`config.mk`:
```
export PLATFORM = sky130hd
export DESIGN_NAME = fpu_cmd_queue
export DESIGN_NICKNAME = d
export VERILOG_FILES = /design/src/rtl/fpu_cmd_queue.sv
export SDC_FILE = /design/constraint.sdc
export NUM_CORES = 1
export LEC_CHECK = 0
export ABC_AREA = 0
export CORE_ASPECT_RATIO = 0.75
export CORE_MARGIN = 1
export CORE_UTILIZATION = 53
export CTS_CLUSTER_DIAMETER = 200
export DETAILED_ROUTE_END_ITERATION = 6
export PLACE_DENSITY = 0.91
export SLEW_MARGIN = 5
export SYNTH_ARGS = -nofsm -noshare
export SYNTH_HDL_FRONTEND = slang
export SYNTH_SLANG_ARGS = --single-unit
export TNS_END_PERCENT = 10
```
`constraint.sdc`:
```
create_clock -name clk -period 2.74 [get_ports clk]
set_input_delay 0.274 -clock clk [delete_from_list [all_inputs] [get_ports clk]]
set_output_delay 0.274 -clock clk [all_outputs]
set_load 0.01 [all_outputs]
```
`src/rtl/fpu_cmd_queue.sv`:
```
// rtl/fpu_cmd_queue.sv - FPU command FIFO, single-issue FPU handshake, in-order result slot and watchdog
module fpu_cmd_queue #(
  parameter int DEPTH   = 4,
  parameter int TIMEOUT = 256
) (
  input  logic                   clk,
  input  logic                   rst,
  input  logic                   cmd_valid,
  output logic                   cmd_ready,
  input  logic [5:0]             cmd_op,
  input  logic [4:0]             cmd_x1,
  input  logic [4:0]             cmd_x2,
  input  logic [4:0]             cmd_y,
  input  logic [31:0]            cmd_data,
  output logic [5:0]             fpu_operation,
  output logic [4:0]             fpu_x1,
  output logic [4:0]             fpu_x2,
  output logic [4:0]             fpu_y,
  output logic [31:0]            fpu_in_data,
  output logic                   fpu_ready,
  input  logic                   fpu_valid,
  input  logic [31:0]            fpu_out_data,
  input  logic                   fpu_cond,
  output logic                   res_valid,
  input  logic                   res_ready,
  output logic [31:0]            res_data,
  output logic                   res_cond,
  output logic [$clog2(DEPTH):0] count,
  output logic                   timeout_err
);
  localparam int AW = $clog2(DEPTH);
  localparam int EW = 6 + 5 + 5 + 5 + 32;
  localparam int WW = $clog2(TIMEOUT) + 1;
  localparam logic [AW:0]   FULL_CNT = (AW + 1)'(DEPTH);
  localparam logic [WW-1:0] WD_MAX   = WW'(TIMEOUT - 1);

  typedef enum logic [1:0] {IDLE, BUSY, GAP} state_t;

  state_t          state_q, state_d;
  logic [EW-1:0]   mem_q [DEPTH];
  logic [EW-1:0]   mem_d [DEPTH];
  logic [AW-1:0]   wr_ptr_q, wr_ptr_d, rd_ptr_q, rd_ptr_d;
  logic [AW:0]     count_q, count_d;
  logic [5:0]      op_q, op_d;
  logic [4:0]      x1_q, x1_d, x2_q, x2_d, y_q, y_d;
  logic [31:0]     data_q, data_d;
  logic            fpu_ready_q, fpu_ready_d;
  logic            res_valid_q, res_valid_d;
  logic [31:0]     res_data_q, res_data_d;
  logic            res_cond_q, res_cond_d;
  logic [WW-1:0]   wd_q, wd_d;
  logic            timeout_q, timeout_d;
  logic            push, pop;

  // Full is judged on registered occupancy only, so a same-cycle pop never frees a slot early
  assign cmd_ready = (count_q != FULL_CNT);
  assign push      = cmd_valid && cmd_ready;

  // FIFO storage, pointers and occupancy
  always_comb begin
    mem_d    = mem_q;
    wr_ptr_d = wr_ptr_q;
    rd_ptr_d = rd_ptr_q;
    count_d  = count_q;
    if (push) begin
      mem_d[wr_ptr_q] = {cmd_op, cmd_x1, cmd_x2, cmd_y, cmd_data};
      wr_ptr_d        = wr_ptr_q + 1'b1;
    end
    if (pop) begin
      rd_ptr_d = rd_ptr_q + 1'b1;
    end
    if (push && !pop) begin
      count_d = count_q + 1'b1;
    end else if (pop && !push) begin
      count_d = count_q - 1'b1;
    end
  end

  // Issue FSM, result slot capture and hung-FPU watchdog
  always_comb begin
    state_d     = state_q;
    op_d        = op_q;
    x1_d        = x1_q;
    x2_d        = x2_q;
    y_d         = y_q;
    data_d      = data_q;
    fpu_ready_d = fpu_ready_q;
    res_valid_d = res_valid_q;
    res_data_d  = res_data_q;
    res_cond_d  = res_cond_q;
    wd_d        = wd_q;
    timeout_d   = timeout_q;
    pop         = 1'b0;
    if (res_valid_q && res_ready) begin
      res_valid_d = 1'b0;
    end
    case (state_q)
      IDLE: begin
        // Registered slot state gates issue, so a result consumed this cycle delays issue by one
        if ((count_q != '0) && !res_valid_q) begin
          pop = 1'b1;
          {op_d, x1_d, x2_d, y_d, data_d} = mem_q[rd_ptr_q];
          fpu_ready_d = 1'b1;
          wd_d        = '0;
          state_d     = BUSY;
        end
      end
      BUSY: begin
        if (fpu_valid) begin
          fpu_ready_d = 1'b0;
          res_data_d  = fpu_out_data;
          res_cond_d  = fpu_cond;
          res_valid_d = 1'b1;
          state_d     = GAP;
        end else begin
          if (wd_q != WD_MAX) begin
            wd_d = wd_q + 1'b1;
          end
          if (wd_d == WD_MAX) begin
            timeout_d = 1'b1;
          end
        end
      end
      GAP: begin
        state_d = IDLE;
      end
      default: begin
        state_d = IDLE;
      end
    endcase
  end

  // Queue payload needs no reset: occupancy alone decides what is valid
  always_ff @(posedge clk) begin
    mem_q <= mem_d;
  end

  // Control and output registers
  always_ff @(posedge clk) begin
    if (rst) begin
      state_q     <= IDLE;
      wr_ptr_q    <= '0;
      rd_ptr_q    <= '0;
      count_q     <= '0;
      op_q        <= '0;
      x1_q        <= '0;
      x2_q        <= '0;
      y_q         <= '0;
      data_q      <= '0;
      fpu_ready_q <= 1'b0;
      res_valid_q <= 1'b0;
      res_data_q  <= '0;
      res_cond_q  <= 1'b0;
      wd_q        <= '0;
      timeout_q   <= 1'b0;
    end else begin
      state_q     <= state_d;
      wr_ptr_q    <= wr_ptr_d;
      rd_ptr_q    <= rd_ptr_d;
      count_q     <= count_d;
      op_q        <= op_d;
      x1_q        <= x1_d;
      x2_q        <= x2_d;
      y_q         <= y_d;
      data_q      <= data_d;
      fpu_ready_q <= fpu_ready_d;
      res_valid_q <= res_valid_d;
      res_data_q  <= res_data_d;
      res_cond_q  <= res_cond_d;
      wd_q        <= wd_d;
      timeout_q   <= timeout_d;
    end
  end

  assign fpu_operation = op_q;
  assign fpu_x1        = x1_q;
  assign fpu_x2        = x2_q;
  assign fpu_y         = y_q;
  assign fpu_in_data   = data_q;
  assign fpu_ready     = fpu_ready_q;
  assign res_valid     = res_valid_q;
  assign res_data      = res_data_q;
  assign res_cond      = res_cond_q;
  assign count         = count_q;
  assign timeout_err   = timeout_q;

endmodule

```
* Yosys cells after proc, flatten, opt, wreduce, memory -nomap -nowiden
Index checks and enable logic that the tools add are counted.
** Cells by class
- $add $sub $neg :: 5
- Order comparisons :: 3
- Eq/ne operators :: 7
- Multiplexer cells :: 25
- Bitwise logic cells :: 3
- Reductions and logical operators :: 19
** Operators by type and width (count)
- $bwmux 212 :: 1
- $mux 53 :: 3
- $bmux 53 s2 :: 1
- $demux 53 s2 :: 1
- $mux 9 :: 5
- $pmux 9 s2 :: 1
- $add 9x1->9 const B :: 1
- $eq 9x8->1 const B :: 1
- $ne 9x8->1 const B :: 1
- $reduce_and 3->1 :: 3
- $mux 1 :: 7
- $ge 3x3->1 const B :: 2
- $logic_and 1x1->1 :: 6
- $mux 3 :: 2
- $ne 2x2->1 const B :: 3
- $not 2->3 :: 2
- $reduce_and 2->1 :: 3
- $add 2x1->2 const B :: 2
- $mux 2 :: 2
- $pmux 2 s2 :: 1
- $reduce_bool 2->1 :: 2
- $add 3x1->3 const B :: 1
- $logic_not 1->1 :: 3
- $lt 3x1->1 const B :: 1
- other kinds (7) :: 7
** Word-level totals
- Flip-flop bits (word level) :: 319
- Input port bits :: 91
- Output and inout port bits :: 93
- Logic and storage cells :: 81

* Longest topological paths before layout
Gate-level depths: netlist of run 1.
- Depth in word-level cells :: 7
- Mapped depth :: 10

* Worst setup path after synthesis of run 1
No wires, ideal clock.
- Kind :: register to register
- Start point :: reg count_q[0], in the netlist count[0]
- End point :: reg mem_q[0] (netlist name) (enable)
- Library setup time :: 0.416 ns
- Data arrival time :: 2.031 ns
- Required time :: 2.324 ns
- Slack :: 0.292 ns
- Stages on the path, launching flop included :: 4
- Path buffers :: 0
- Period minus slack after synthesis :: 2.448 ns
- Cells stage by stage :: dfxtp_1 > nor2_1 > nand2_1 > and3_1
** On the way
- Cells in the longest elaborated chain, start to end :: 2
** RTL lines
- start, declared :: RTL line 43 : logic [AW:0] count_q, count_d;
- start signal, assigned :: RTL line 160 : count_q <= count_d;
- $ne 3x3->1 :: RTL line 56 : assign cmd_ready = (count_q != FULL_CNT);
- net cmd_ready :: RTL line 9 : output logic cmd_ready,
- $logic_and 1x1->1 :: RTL line 57 : assign push = cmd_valid && cmd_ready;
- end signal, assigned :: RTL line 135 : mem_q <= mem_d;
- end, declared :: RTL line 40 : logic [EW-1:0] mem_q [DEPTH];
The timed path passes the listed nets, and every way through them passes these cells.
A chain may end at the register's enable or synchronous reset.

* Worst setup path after layout of run 1
- Start point :: reg count_q[0], in the netlist count[0]
- End point :: reg count_q[2], in the netlist count[2]
** On the way
- Cells in the longest elaborated chain, start to end :: 7
- Elaborated cells on any way between the ends :: 15
- Those cells by class :: add/sub (2); eq/ne (1); mux (4); reduce/logical (8)
** RTL lines
- $reduce_bool 3->1 :: RTL line 100 : if ((count_q != '0) && !res_valid_q) begin
- $logic_and 1x1->1 :: RTL line 100
- $mux 1 :: RTL line 100
- $mux 1 :: RTL line 97 : case (state_q)
- $logic_not 1->1 :: RTL line 72 : if (push && !pop) begin
- $logic_and 1x1->1 :: RTL line 72
- $mux 3 or $reduce_bool 2->1 (tied branches)
Several ways; a longest one is shown, not always the timed one. The select of a mux whose other input is x is not followed.

==> flow_summary.ini, run 1 <==
[status]
status = finished clean

[placement]
preCtsSetupSlack_ns = 0.392
gp_congestion = 0.838
port_buffers = 183
dp.cells = 1235
hpwl_mm = 14.4

[timing]
setup_slack_ns = 0.507
rsz0062_at_grt = false
setup_viol_count_final = 0
period_needed_ns = 2.23
worst_pin_slew_ns = 0.723
maxSlewHeadroom_pct = 51.8
slew_violations = 0
finClkSkew_ns = 0.0133
tns_ns = 0
min_period_over_period_pct = 81.5
hold_viol_final = 0
fmax_mhz = 448

[floorplan]
die_w_um = 174
rows = 46
die-height_um = 131
dieArea_um2 = 22700
io-pin-count = 184
start_util_pct = 54.7
coreArea_um2 = 21400

[power]
powerDensity_nw_per_um2 = 934
leakagePower_nw = 4.88
finalPower_mw = 13.9
max-vdd-ir-drop_v = 0.000881

[yosys]
ys_top_cells_by_area = edfxtp_1 (54%), dfxtp_1 (18%), mux4_2 (10%)
synth_area_per_cell_um2 = 14.8
synth_area_um2 = 11700
synth-seq-cells = 319
syn_inst = 791
synthesis.nets = 889
synth_top_area_share_pct = 54.3
async_flop_share_pct = 0
synth.distinct_cells = 41
synth_area_leader_cell = edfxtp_1
synth_edf_count = 212
ys_seq_area_share_pct = 72.6
synth.most_common_cell = edfxtp_1
synth_top_cells_by_count = edfxtp_1 (212), nand2_1 (184), dfxtp_1 (107)
ys_warn_count = 0
synth_ff_type = edfxtp_1

[drt]
drc = 0
vias = 7072
vias_per_cell = 5.48
totalWireLength_mm = 24.1
drt_iter0_drc = 462
antenna_left = 0
drt_pass1_iterations = 5
wl_per_cell_um = 18.7

[worst_setup_path]
path_class = register to register
crit_path_start_kind = register
end_kind = register
arrival_ns = 2.70
path_max_fanout = 5
required_ns = 3.20

[clocking]
numCtsBuffers = 29
cts_resized = 0
clock-sinks = 319
cts_buffer_depth = 3
hold_buffers = 0
clockRootBuffer = clkbuf_16
clock_latency_ns = 0.54
cts_tree = built
post_cts_buffers = 0
clk_pin_slew_ns = 0.07
htree_levels = 1

[global_route]
grt_max_degree = 58
grt_pass1_wl_mm = 37.7
grt_util_all_layers_pct = 21.6
grt_pass1_vias = 7160
antenna_found_initial = 4
gr-total-overflow = 0

[cells_and_area]
syn_to_final_growth_pct = 26.7
drive_gt1_share_pct = 12.7
stdcell_count = 1290
nets = 1076

[run]
max-cap-violations = 0

[worst_hold_path]
hp-class = primary input to register
[critical path, cell delays in order, from the launching register on]
cell,delay (ns)
dfxtp_1,0.37
nor3_1,0.44
nor4_4,0.06
inv_2,0.07
ha_1,0.17
inv_1,0.06
fa_1,0.37
xor2_1,0.18
or3_1,0.31
a21oi_1,0.14
[power by group]
group          internal [mW]  total, mW  switching, mW
combinational           1.79       3.69           1.91
clock                   2.18       3.88           1.69
sequential              5.89       6.30          0.406
[routing by layer]
| layer | global-route usage [%] | share of wire [%] | vias to the layer above |
|---|---|---|---|
| li1 | - | - | 3277 |
| met1 | 28.1 | 42 | 3477 |
| met2 | 36.8 | 48 | 274 |
| met3 | 5.58 | 8.7 | 38 |
| met4 | 5.16 | 1.5 | 6 |
| met5 | 0 | 0.17 | - |
[layout by cell type (no fill, tap or decap), types with 3 or more instances in the layout]
cell type        instances
dfxtp_1                105
nand2_1                184
o21ai_0                 13
buf_12                   6
xor2_1                   5
nand2b_1                 4
nand3_1                  3
nor2_1                  17
mux2i_1                  3
clkbuf_16               29
clkinv_2                 7
a21oi_1                100
clkinv_1                 6
inv_1                    3
clkdlybuf4s50_1        182
mux4_2                  53
edfxtp_1               212
clkbuf_1                 5
and3_2                   4
buf_4                   12
or3_1                    3
ha_1                     6
and2_1                   4
[stage by stage]
| step | hold slack, ns | cell area [µm²] | util (%) |
|---|---|---|---|
| floorplan | 0.373 | 11700 | - |
| CTS | 0.166 | 14800 | 69.3 |
| detailed placement | 0.446 | 13900 | 65.1 |
| global placement | 0.441 | 13900 | 65.1 |
| global route | 0.194 | 14800 | 69.3 |
| finish | 0.183 | 14900 | 69.4 |
[sequential cells by signal (all words and copies together) (netlist names), 3 cells and up]
register,count
mem_q,212
fpu_in_data,32
res_data,32
wd_q,9
fpu_operation,6
fpu_x1,5
fpu_x2,5
fpu_y,5
count,3
[worst paths after layout]
check | slack [ns] | to | start | depth (start not counted)
setup / recovery | 0.51 | count[2]$_SDFFE_PP0P_ | count[0]$_SDFFE_PP0P_ | 9
hold / removal | 0.18 | wd_q[1]$_SDFFE_PP0P_ | rst | 2
setup reg to reg | 0.51 | count[2]$_SDFFE_PP0P_ | count[0]$_SDFFE_PP0P_ | 9
hold reg to reg | 0.45 | res_data[16]$_SDFFE_PP0P_ | res_data[16]$_SDFFE_PP0P_ | 2
[kinds of logic (layout without fill, tap and decap cells)]
logic type	Yosys count	count (layout)	synth area share, %
compound gates	120	120	5.31
flops	319	319	72.6
other cells	0	1	0
mux	56	56	10.4
fa+ha+maj	7	7	0.811
xor+xnor	7	7	0.523
simple gates	234	234	8.52
buf+inv	48	258	1.80
[layout make-up]
cell class / count / area, µm²
sequential: 319 / 8510
fill: 1419 / 6560
multi-input combinational: 424 / 3010
timing repair buffer: 200 / 2030
clock buffer: 36 / 772
tap: 288 / 360
clock inverter: 18 / 141
inverter: 4 / 15.0
antenna: 1 / 2.50
(Power assumes the default switching activity.)
==> inputs of run 2 (changes only) <==
==> constraint.sdc (replaced) <==
create_clock -name clk -period 2.2 [get_ports clk]
set_input_delay 0.22 -clock clk [delete_from_list [all_inputs] [get_ports clk]]
set_output_delay 0.22 -clock clk [all_outputs]
set_load 0.01 [all_outputs]
==> run 2 against run 1 <==
  * Critical path depth increased by 1
  * Combinational power increased by 31%
  * Clock power increased by 27%
  * Register-to-register slack got worse by 0.40 ns
  * Fmax increased by 6.9%
  * Largest power group unchanged
==> flow_summary.ini, run 2 (same netlist as run 1, synthesis figures left out) <==
[power]
finalPower_mw = 17.6
powerDensity_nw_per_um2 = 1170
max-vdd-ir-drop_v = 0.000819
leakagePower_nw = 4.95

[global_route]
grt_util_all_layers_pct = 22.2
antenna_found_initial = 1
gr-total-overflow = 0
grt_pass1_vias = 7182
grt_max_degree = 108
grt_pass1_wl_mm = 38.8

[cells_and_area]
final_cell_mix = edfxtp_1 (212), nand2_1 (184), clkdlybuf4s50_1 (182)
nets = 1084
regMostFlops = mem_q
syn_to_final_growth_pct = 28.2
largest_register_ffs = 212
drive_gt1_share_pct = 14.2
final_common_cell = edfxtp_1
stdcell_count = 1298
utilization_pct = 70.1

[floorplan]
rows = 46
die_w_um = 174
io-pin-count = 184
start_util_pct = 54.7
die-height_um = 131
dieArea_um2 = 22700
coreArea_um2 = 21400

[placement]
dp.cells = 1243
hpwl_mm = 15.6
port_buffers = 183
gp_congestion = 0.851
preCtsSetupSlack_ns = 0.0321

[drt]
vias_per_cell = 5.47
vias = 7105
antenna_left = 0
drt_iter0_drc = 518
drt_pass1_iterations = 7
wl_per_cell_um = 19.6
drc = 0
totalWireLength_mm = 25.4

[clocking]
htree_levels = 1
clockRootBuffer = clkbuf_16
clock_latency_ns = 0.55
cts_buffer_depth = 3
clock-sinks = 319
numCtsBuffers = 29
cts_tree = built
clk_pin_slew_ns = 0.06
hold_buffers = 0

[worst_setup_path]
required_ns = 2.67
path_class = register to register
crit_path_start_kind = register
arrival_ns = 2.56
path_max_fanout = 4
end_kind = register

[timing]
setup_slack_ns = 0.111
period_needed_ns = 2.09
fmax_mhz = 479
tns_ns = 0
maxSlewHeadroom_pct = 52.8
slew_violations = 0
min_period_over_period_pct = 95.0
setup_viol_count_final = 0
worst_pin_slew_ns = 0.707
finClkSkew_ns = 0.0171
hold_viol_final = 0

[status]
status = finished clean

[run]
max-cap-violations = 0

[worst_hold_path]
hp-class = primary input to register
run 2: cell count changes in the layout (fill, tap and decap cells not counted), sizes merged:
cell / before / now
buf: 18 / 26
clkbuf: 36 / 34
bufinv: 2 / 3
clkinv: 13 / 14
run 2: worst max-delay path: stages (launching register included):
cell and delay (ns):
dfxtp_2 0.37, buf_6 0.13, nor2_1 0.04, nand2_1 0.08, and2_4 0.15, ha_2 0.19
inv_1 0.06, fa_1 0.37, xor2_1 0.18, or3_1 0.32, a21oi_2 0.14
run 2: final timing paths:
kind | start | end | slack [ns] | cells past startpoint
worst max-delay path | count[0]$_SDFFE_PP0P_ | count[2]$_SDFFE_PP0P_ | 0.11 | 10
worst max register to register | count[0]$_SDFFE_PP0P_ | count[2]$_SDFFE_PP0P_ | 0.11 | 10
worst min register to register | fpu_in_data[19]$_SDFFE_PP0P_ | fpu_in_data[19]$_SDFFE_PP0P_ | 0.45 | 2
worst min-delay path | fpu_out_data[14] | res_data[14]$_SDFFE_PP0P_ | 0.23 | 3
run 2: repair_timing:
item | in CTS | in global routing
setup buffers | 0 | 0
hold endpoints to repair | 0 | 0
setup endpoints to repair | 0 | 1
gates resized for setup | 0 | 7
run 2: area by class of cell:
| class | count | area (µm²) |
|---|---|---|
| timing repair buffer | 208 | 2160 |
| multi-input combinational | 424 | 3030 |
| sequential | 319 | 8520 |
| fill | 1393 | 6390 |
| clock inverter | 20 | 185 |
| tap | 288 | 360 |
| antenna | 1 | 2.50 |
| clock buffer | 34 | 754 |
| inverter | 4 | 15.0 |
run 2: routing by layer:
metal / share of wire, % / GRT usage (%) / wire [µm] / up-vias
met5: 0 / 0 / 0 / -
met2: 50 / 39.4 / 12700 / 250
met1: 42 / 28.7 / 10600 / 3522
met4: 1.4 / 4.23 / 357 / 0
li1: - / - / - / 3302
met3: 6.9 / 4.83 / 1750 / 31
run 2: through the flow:
stage               instance area, µm²  hold WS, ns
CTS                              15000        0.207
finish                           15000        0.228
floorplan                        11700        0.319
global placement                 14100        0.441
global route                     15000        0.228
detailed placement               14100        0.446
run 2: power breakdown:
part | switching, mW | internal, mW | total (mW)
logic | 2.49 | 2.33 | 4.82
clock network | 2.13 | 2.81 | 4.94
registers | 0.457 | 7.34 | 7.79
total | 5.08 | 12.5 | 17.6
